`config.mk`:
```
export PLATFORM = sky130hd
export DESIGN_NAME = instr_loader
export DESIGN_NICKNAME = d
export VERILOG_FILES = /design/src/rtl/instr_loader.sv
export SDC_FILE = /design/constraint.sdc
export NUM_CORES = 1
export LEC_CHECK = 0
export CAP_MARGIN = 5
export CORE_ASPECT_RATIO = 0.7
export CORE_MARGIN = 2
export CORE_UTILIZATION = 50
export DETAILED_ROUTE_END_ITERATION = 10
export PLACE_DENSITY = 0.79
export SYNTH_ARGS = -nofsm -noshare
export SYNTH_HDL_FRONTEND = slang
export SYNTH_SLANG_ARGS = --single-unit
```
`constraint.sdc`:
```
create_clock -name clk -period 3 [get_ports clk]
set_clock_uncertainty 0.2 [all_clocks]
set_input_delay 0.3 -clock clk [delete_from_list [all_inputs] [get_ports clk]]
set_output_delay 0.3 -clock clk [all_outputs]
set_load 0.01 [all_outputs]
```
`src/rtl/instr_loader.sv`:
```
// Byte-stream instruction loader: packs high/low byte pairs into 16-bit words,
// screens opcodes, writes imem from address 0 and holds the CPU until a clean load.
module instr_loader #(
  parameter int unsigned ADDR_W = 8
) (
  input  logic              clk,
  input  logic              rst_n,
  input  logic              start,
  input  logic [ADDR_W:0]   len,
  input  logic [7:0]        in_data,
  input  logic              in_valid,
  output logic              in_ready,
  output logic              imem_we,
  output logic [ADDR_W-1:0] imem_addr,
  output logic [15:0]       imem_wdata,
  output logic              busy,
  output logic              done,
  output logic              err,
  output logic [3:0]        err_opc,
  output logic              cpu_hold
);

  typedef enum logic [2:0] {
    StIdle,
    StHi,
    StLo,
    StWr,
    StDone,
    StErr
  } state_e;

  localparam logic [ADDR_W:0] MaxLen = {1'b1, {ADDR_W{1'b0}}};

  state_e            state_q, state_d;
  logic [ADDR_W:0]   len_q, len_d;
  logic [ADDR_W:0]   cnt_q, cnt_d;
  logic [ADDR_W-1:0] addr_q, addr_d;
  logic [15:0]       wdata_q, wdata_d;
  logic              err_q, err_d;
  logic [3:0]        err_opc_q, err_opc_d;
  logic              hold_q, hold_d;

  logic              xfer;
  logic              len_ok;
  logic              len_big;
  logic              opc_legal;
  logic [ADDR_W:0]   cnt_inc;

  assign in_ready  = (state_q == StHi) || (state_q == StLo);
  assign xfer      = in_valid && in_ready;
  assign len_ok    = (len != '0) && (len <= MaxLen);
  assign len_big   = (len > MaxLen);
  // Only opcodes 4'hD and 4'hE are undefined.
  assign opc_legal = (in_data[7:4] != 4'hD) && (in_data[7:4] != 4'hE);
  assign cnt_inc   = cnt_q + (ADDR_W + 1)'(1);

  always_comb begin
    state_d   = state_q;
    len_d     = len_q;
    cnt_d     = cnt_q;
    addr_d    = addr_q;
    wdata_d   = wdata_q;
    err_d     = err_q;
    err_opc_d = err_opc_q;
    hold_d    = hold_q;

    unique case (state_q)
      StIdle, StErr: begin
        if (start) begin
          if (len_ok) begin
            len_d     = len;
            cnt_d     = '0;
            addr_d    = '0;
            err_d     = 1'b0;
            err_opc_d = 4'h0;
            hold_d    = 1'b1;
            state_d   = StHi;
          end else if (len_big) begin
            err_d     = 1'b1;
            err_opc_d = 4'h0;
            hold_d    = 1'b1;
            state_d   = StErr;
          end
        end
      end
      StHi: begin
        if (xfer) begin
          if (opc_legal) begin
            wdata_d[15:8] = in_data;
            state_d       = StLo;
          end else begin
            err_d     = 1'b1;
            err_opc_d = in_data[7:4];
            hold_d    = 1'b1;
            state_d   = StErr;
          end
        end
      end
      StLo: begin
        if (xfer) begin
          wdata_d[7:0] = in_data;
          state_d      = StWr;
        end
      end
      StWr: begin
        cnt_d  = cnt_inc;
        // Wraps to 0 after 2**ADDR_W words, but that address is never written.
        addr_d = addr_q + ADDR_W'(1);
        if (cnt_inc == len_q) begin
          hold_d  = 1'b0;
          state_d = StDone;
        end else begin
          state_d = StHi;
        end
      end
      StDone: begin
        state_d = StIdle;
      end
      default: begin
        state_d = StIdle;
      end
    endcase
  end

  always_ff @(posedge clk or negedge rst_n) begin
    if (!rst_n) begin
      state_q   <= StIdle;
      len_q     <= '0;
      cnt_q     <= '0;
      addr_q    <= '0;
      wdata_q   <= '0;
      err_q     <= 1'b0;
      err_opc_q <= 4'h0;
      hold_q    <= 1'b1;
    end else begin
      state_q   <= state_d;
      len_q     <= len_d;
      cnt_q     <= cnt_d;
      addr_q    <= addr_d;
      wdata_q   <= wdata_d;
      err_q     <= err_d;
      err_opc_q <= err_opc_d;
      hold_q    <= hold_d;
    end
  end

  assign imem_we    = (state_q == StWr);
  assign imem_addr  = addr_q;
  assign imem_wdata = wdata_q;
  assign busy       = (state_q == StHi) || (state_q == StLo) || (state_q == StWr);
  assign done       = (state_q == StDone);
  assign err        = err_q;
  assign err_opc    = err_opc_q;
  assign cpu_hold   = hold_q;

endmodule
```
==> metrics <==
status=finished, final reports clean; Yosys cell types=44; Area Growth Syn to Fin=32.3%; Pwr Total=2.98 mW; max incr delay on CP=0.57 ns; FFs w/ async S/R, synth=between 90% and 100%; Longest Clk Path Bufs=2; GP Congestion=0.823; area leader, netlist=dfrtp_1; I/O pins=55; CP Capture Type=register; count of warnings emitted by yosys=0; Die Wd=approximately 90 um; VDD IR-drop max=0.466 mV; post-DR vias/cell=5.47; Core Area=0.00481 mm^2; Placed Area=0.00318 mm^2; worst hold start=cpu_hold; Non-Filler Cell Area, Final=0.00332 mm^2; Nets=325; Synth top area share=49.8%; FMAX=0.380 GHz; Reg clk slew, reported paths=0.10 ns; Synth Net Count=between 200 and 300; Worst R2R Setup Slack=0.44 ns; Area contributors post-synth=dfrtp_1 50%, mux2_2 10%, xor2_1 4.5%; final setup fails=0; Ant. Diodes=0; WL/cell=15.5 um; clock power share=between 10% and 20%; most common cell in the synthesized netlist=dfrtp_1; CTS Root Cell=clkbuf_8; hpwl dp=4240 um; FF-to-FF path depth=7; vias in the first global route=2000; worst-path cell chain=clkdlybuf4s50_1 > or4_1 > nor2_1 > ha_1 > inv_1 > o41a_1 > nor2_1 > nand3_1 > xor2_1 > nor2_1; switching portion of total power=33.5%; Power Dens Cells=around 900 mW/mm^2; # H-tree levels=2; GRT overflow=0; Max Cap Viol=0; Max stage delay cell, worst path=or4_1; crit path launch type=primary input; setup ws final=0.369 ns; Clock Sinks=51; Fin Setup TNS=0 ns; Detail Route Antenna Nets=0; Comb pwr share=a little over two fifths; CP Data Required Time=3.00 ns; worst slew pin tran=0.641 ns; Hold Path Class=register to register; Row Count=21; Critical Path Most Common Cell=nor2_1; number of synthesized flops with an enable pin=0; crit path DAT=2.63 ns; setup bufs post-CTS=0; Slew Viols, Final=0; worst reg2reg endpoint=cpu_hold; Worst Path Max Fanout=3; Synth Cell Area=0.00251 mm^2; family with the most delay on the worst path=simple AND/OR/NAND/NOR gates; routed wire length=5750 um; DP Cell Count=362; drt drc=0; Final min period=2.63 ns; drt first pass iters=4; Initial Utilization=52.3%; first-pass GRT wire length=9820 um; final non-filler cell total=371; die area=0.00562 mm^2; r2r startpoint=cnt_q[0]; Yosys reg bits=slightly above 50; CP Class=primary input to register; initial antenna violation count=0; Final Hold Viols=0; RSZ-0062 raised after global routing=false; share of layout cells above drive strength 1=15.6%; Top FF cell, synth=dfrtp_1; Max-slew headroom=between 50% and 60%; Int Power=1.98 mW; total track usage=between 20% and 30%; net switching power=1000 uW; post-cts sizing count=0; Hold Path Sink=cpu_hold; hold path depth=2; Placement Setup Slack=0.0657 ns; largest net degree at the start of global routing=29; crit path buf inv count=2; CTS tree=done; number of CTS-inserted buffers=5; Mapped Cells=238; Final Cycle Share=between 80% and 90%; Clock Latency Late Sink=0.30 ns; chip height=63.3 um; P_leak=roughly 1.4 nW; Reg power frac=about two fifths; port bufs=54; synth cell count leaders=50 x dfrtp_1, 23 x mux2_2, 20 x nor2_1; sequential area share after synthesis=between 50% and 60%; drt first-iter violations=176; via count=between 2k and 2.5k; Avg Synthesized Cell Area=10.6 um^2
flip-flops by register name (all words and copies together) (netlist names):
signal,cells
cnt_q,9
imem_addr,8
err_opc,4
cpu_hold,1
len_q,9
err,1
imem_wdata,16
state_q,3
worst reg2reg max path: cells and delay by family (launching register included):
kind | cells | cell delay, ns
compound gates | 2 | 0.24
fa+ha+maj | 1 | 0.42
flops | 1 | 0.50
simple gates | 4 | 1.13
repair_timing:
| item | 4_1_cts | 5_1_grt |
|---|---|---|
| hold buffers | 1 | 0 |
| hold endpoints to repair | 25 | 0 |
| endpoints found under the setup margin | 0 | 0 |
layout by cell type (no fill, tap or decap), drive strengths merged, types with 4 or more instances in the layout:
master         count
clkbuf             5
dfrtp             50
xor2              13
a21oi              5
clkdlybuf4s50     53
xnor2              7
or4                5
inv                7
nor2              20
nor3               5
nand2             19
buf               12
mux2              25
and3               4
o21ai             21
nand3              8
stage by stage:
stage / utilization (%) / hold WS [ns]
floorplan: - / -0.196
global placement: 66.1 / 0.162
detailed placement: 66.1 / 0.158
CTS: 69.1 / 0.271
global route: 69.1 / 0.278
finish: 69.1 / 0.271
logic make-up after synthesis:
kind of cell / synth area share, %
AND/OR/NAND/NOR: 15.6
adder cells (fa/ha/maj): 1.49
XOR/XNOR: 6.97
flip-flops: 50.8
multiplexers: 11.6
buffers and inverters: 2.64
AO/OA/AOI/OAI: 10.8
layer usage:
| metal | up-vias | GRT usage [%] | wire (um) |
|---|---|---|---|
| met5 | - | 0 | 0 |
| met4 | 0 | 6.06 | 28 |
| met3 | 2 | 5.50 | 377 |
| met2 | 74 | 32.9 | 2600 |
| met1 | 990 | 34.9 | 2740 |
| li1 | 963 | - | - |
power groups by stage:
stage / clock network (mW) / logic, mW / registers [mW]
4_1_cts: 0.575 / 1.26 / 1.16
2_1_floorplan: 0 / 0.662 / 1.17
5_1_grt: 0.618 / 1.37 / 1.20
3_3_place_gp: 0 / 1.23 / 1.16
6_report: 0.566 / 1.26 / 1.16
3_5_place_dp: 0 / 1.25 / 1.17
worst max-delay path by stage:
| stage | startpoint | slack, ns | endpoint | depth (start not counted) |
|---|---|---|---|---|
| 2_1_floorplan | len[5] | 0.29 | len_q[7] | 7 |
| 3_3_place_gp | len[5] | 0.15 | imem_addr[7] | 10 |
| 3_5_place_dp | len[1] | 0.07 | imem_addr[7] | 10 |
| 4_1_cts | len[1] | 0.37 | imem_addr[5] | 10 |
| 5_1_grt | len[1] | 0.26 | imem_addr[7] | 10 |
| 6_report | len[1] | 0.37 | imem_addr[5] | 10 |
layout make-up:
cell class	instances	area (um^2)
Multi-Input combinational cell	170	1170
Fill cell	359	1490
Inverter	7	26.3
Sequential cell	51	1280
Tap cell	69	86.3
Timing Repair Buffer	66	628
Clock inverter	3	67.6
Clock buffer	5	68.8
Power figures use the tool's default switching activity.
==> RTL edit 1, RTL diff (same flow settings) <==
`ADDR_W`: 8 -> 7.
--- a/src/rtl/instr_loader.sv
+++ b/src/rtl/instr_loader.sv
@@ -1,7 +1,7 @@
 // Byte-stream instruction loader: packs high/low byte pairs into 16-bit words,
 // screens opcodes, writes imem from address 0 and holds the CPU until a clean load.
 module instr_loader #(
-  parameter int unsigned ADDR_W = 8
+  parameter int unsigned ADDR_W = 7
 ) (
   input  logic              clk,
   input  logic              rst_n,
Ports: changed (resized imem_addr and len); port bits go from 55 to 53. No check against the original RTL was run, so the function may have changed too.
==> RTL edit 1 against the original RTL <==
- the run now ends with hold timing left
- wire length decreased by 8.0%
- register-to-register slack improved by 0.08 ns
- critical path depth decreased by 5
- cell area decreased by 9.5%
- count of clock-buffer cells in the layout increased by 1
- synthesized cell count decreased by 9.7%
- first-iteration DRC count decreased by 13%
- area after synthesis decreased by 6.2%
- global-route usage decreased by 1.1 points
- power decreased by 5.9%
- sequential cell count decreased by 3
- setup slack improved by 0.11 ns
- critical path type is now reg -> out
- largest power group unchanged
==> RTL edit 1: results (changes against the original RTL) <==
synthesis:
  yosys-top-cells-count: "dfrtp_1, mux2_2, nor2_1"  # unchanged
  synthMuxAreaShare: 0.116  # about the same
  synthAdderAreaFrac: 0.0106  # was 0.0149
  ys_types: 40  # was 44
  synth-xor-area-share: 0.0801  # was 0.0697
  synth-compound-area-share: 0.107  # was 0.108
  synth-seq-area-share: 0.510  # was 0.508
  syn-num-nets: 237  # was 262
  ys_top_cells_by_area: "dfrtp_1, mux2_2, xnor2_1, xor2_1, nor2_1"  # was dfrtp_1, mux2_2, xor2_1, o21ai_0, nor2_1
status:
  outcome: "complete, but fails checks"  # was completed
  violations: "hold timing"
worst_setup_path:
  crit_start: "state_q[0]$_DFFE_PN0P_"  # was len[1]
  crit_end: "in_ready"  # was imem_addr[5]$_DFFE_PN0P_
  cp.arrival_ns: 2.02  # was 2.63 ns
  cp_max_fo: 8  # was 3
  ff2ff_path_depth: 4  # was 7
  reg2reg_to: "len_q[7]$_DFFE_PN0P_"  # was cpu_hold$_DFFE_PN1P_
global_route:
  grtUsageTotal: 0.219  # was 0.230
  grt_pass1_wl_um: 8670  # was 9820 um
  grt_use_met3: 0.0362  # was 0.0550
route:
  wl_met2_um: 2330  # was 2600 um
  viasPerCell: 5.59  # was 5.47
  first_iter_violations: 153  # was 176
  wl_met1_um: 2630  # was 2740 um
  routed_wl_um: 5290  # was 5750 um
  met3_length_um: 232  # was 377 um
timing:
  fmax_mhz: 397  # was 380 MHz
  timing_hold_violations_final: 20  # was 0
  hold_ws_ns: -0.0249  # was 0.271 ns
pwr:
  ir_worst_vdd_v: 0.000448  # was 0.000466 V
  power.leakage_nw: 1.30  # was 1.44 nW
  clock_net_power_mw: 0.362  # was 0.566 mW
layout:
  fillers: 342  # was 359
  final_nets: 293  # was 325
  drive_gt1_frac: 0.148  # was 0.156
place:
  portBuffers: 52  # was 54
  place_congestion: 0.895  # was 0.823
RTL edit 1: cell types whose count changed in the layout (fill, tap and decap cells not counted), moves of 3 or more:
cell	change
nor3_1	-4
or4_1	-4
nand4_1	+3
xnor2_1	+3
xor2_1	-4
o21ai_0	-3
and3_1	+3
nand3_1	-3
buf_4	-7
dfrtp_1	-3
RTL edit 1: layout make-up:
cell class,count,share of cell area
clock buffers,6,0.0241
repair buffers,56,0.181
flip-flops and latches,48,0.400
inverters,5,0.00624
multi-input cells,155,0.364
clock inverters,1,0.00166
well taps,55,0.0229
RTL edit 1: kinds of logic (layout without fill, tap and decap cells):
kind of cell,after synthesis,count (layout)
buffers and inverters,12,68
muxes,24,24
DFF,48,48
AOI/OAI and AO/OA,40,40
and+or+nand+nor,69,69
xor gates and xnor gates,20,20
adders and majority gates,2,2
RTL edit 1: worst max-delay path: stages (launching register included):
cell             delay (ns)
dfrtp_1                0.50
inv_1                  0.15
nor2_1                 0.28
inv_1                  0.07
a21oi_1                0.15
clkdlybuf4s50_1        0.56
==> RTL edit 2, RTL diff (same flow settings) <==
Without the edit above. `wdata_q` no longer has a reset.
--- a/src/rtl/instr_loader.sv
+++ b/src/rtl/instr_loader.sv
@@ -128,7 +128,6 @@
       len_q     <= '0;
       cnt_q     <= '0;
       addr_q    <= '0;
-      wdata_q   <= '0;
       err_q     <= 1'b0;
       err_opc_q <= 4'h0;
       hold_q    <= 1'b1;
@@ -137,11 +136,14 @@
       len_q     <= len_d;
       cnt_q     <= cnt_d;
       addr_q    <= addr_d;
-      wdata_q   <= wdata_d;
       err_q     <= err_d;
       err_opc_q <= err_opc_d;
       hold_q    <= hold_d;
     end
+  end
+
+  always_ff @(posedge clk) begin
+    wdata_q <= wdata_d;
   end
 
   assign imem_we    = (state_q == StWr);
Function: differs if rst_n is asserted again (counterexample within 4 cycles, from zero or initial values and one cycle with rst_n low); with rst_n held inactive, the same outputs for 10 cycles.
==> RTL edit 2 against the original RTL <==
- setup slack improved by 0.17 ns
- critical endpoint is now imem_we
- power shrank 15%
- area after synthesis decreased by 3.4%
- wire length down 8.4%
- synthesized cell count down 0.84%
- largest cell class unchanged
- sequential cell count did not move
- cell area decreased by 5.3%
- die area shrank 3.2%
- critical path type is now reg -> out
==> RTL edit 2: results (changes against the original RTL) <==
global_route:
  grtUsageTotal: 0.218  # was 0.230
  grt_max_degree: 36  # was 29
  grt_pass1_vias: 1773  # was 2,000
  grt_pass1_wl_um: 9250  # was 9820 um
route:
  wl_per_cell_um: 15.0  # was 15.5 um
  first_iter_violations: 211  # was 176
  vias: 1891  # was 2,029
place:
  place_congestion: 0.824  # was 0.823
  dp_hpwl_um: 3820  # was 4240 um
  place_inst: 344  # was 362
pwr:
  ir_worst_vdd_v: 0.000461  # was 0.000466 V
  power.leakage_nw: 1.35  # was 1.44 nW
layout:
  instances_no_fill: 352  # was 371
  drive_gt1_frac: 0.0644  # was 0.156
  final_nets: 318  # was 325
worst_setup_path:
  cp.arrival_ns: 1.96  # was 2.63 ns
  crit_start: "state_q[2]$_DFFE_PN0P_"  # was len[1]
  cp_max_fo: 12  # was 3
  rrSetupSlack_ns: 0.71  # was 0.44 ns
  crit_end: "imem_we"  # was imem_addr[5]$_DFFE_PN0P_
status:
  outcome: "completed"  # unchanged
synthesis:
  syn_inst: 236  # was 238
  syn-num-nets: 260  # was 262
  synth-seq-area-share: 0.560  # was 0.508
  synth_edf_count: 16  # was 0
  ys_top_cells_by_area: "dfrtp_1, edfxtp_1, nand2_1, xor2_1, xnor2_1"  # was dfrtp_1, mux2_2, xor2_1, o21ai_0, nor2_1
  yosys-top-cells-count: "nand2_1, dfrtp_1, nor2_1, o21ai_0, edfxtp_1"  # was dfrtp_1, mux2_2, nor2_1
timing:
  maxSlewHeadroom: 0.668  # was 0.573
RTL edit 2: cell type report:
class / count / area, um2 / area share
Inverter: 5 / 18.8 / 0.00596
Multi-Input combinational cell: 170 / 987 / 0.314
Clock buffer: 6 / 93.8 / 0.0298
Timing Repair Buffer: 61 / 606 / 0.192
Clock inverter: 2 / 13.8 / 0.00437
Sequential cell: 51 / 1360 / 0.431
Tap cell: 57 / 71.3 / 0.0227
RTL edit 2: power breakdown:
group	internal, mW	leakage, nW	switching [mW]
clock	0.215	0.0563	0.231
sequential	0.903	0.606	0.165
combinational	0.516	0.689	0.510
RTL edit 2: cell families after synthesis:
group	after synthesis	share of synthesized area
buffers and inverters	15	0.0335
flip-flops	51	0.560
XOR/XNOR	21	0.0758
adder cells (fa/ha/maj)	3	0.0155
AO/OA/AOI/OAI	41	0.105
AND/OR/NAND/NOR	105	0.211
RTL edit 2: stage by stage:
step / worst slack (ns) / hold slack (ns) / instance area [um2]
final: 0.543 / 0.195 / 3150
after floorplan: 0.808 / -0.196 / 2430
after detailed placement: 0.247 / 0.271 / 3040
after CTS: 0.555 / 0.205 / 3150
after global routing: 0.365 / 0.230 / 3150
after global placement: 0.334 / 0.270 / 3040
RTL edit 2: worst max-delay path: stages, from the launching register on:
cell and delay [ns]:
dfrtp_1 0.54, nor2b_1 0.26, nand2_1 0.10, inv_1 0.18
clkdlybuf4s50_1 0.57
RTL edit 2: per-layer routing:
layer / track usage / part of all wire / vias up
met4: 0.0442 / 0.0015 / 0
li1: - / - / 941
met3: 0.0559 / 0.061 / 2
met5: 0 / 0 / -
met1: 0.365 / 0.50 / 888
met2: 0.282 / 0.43 / 60
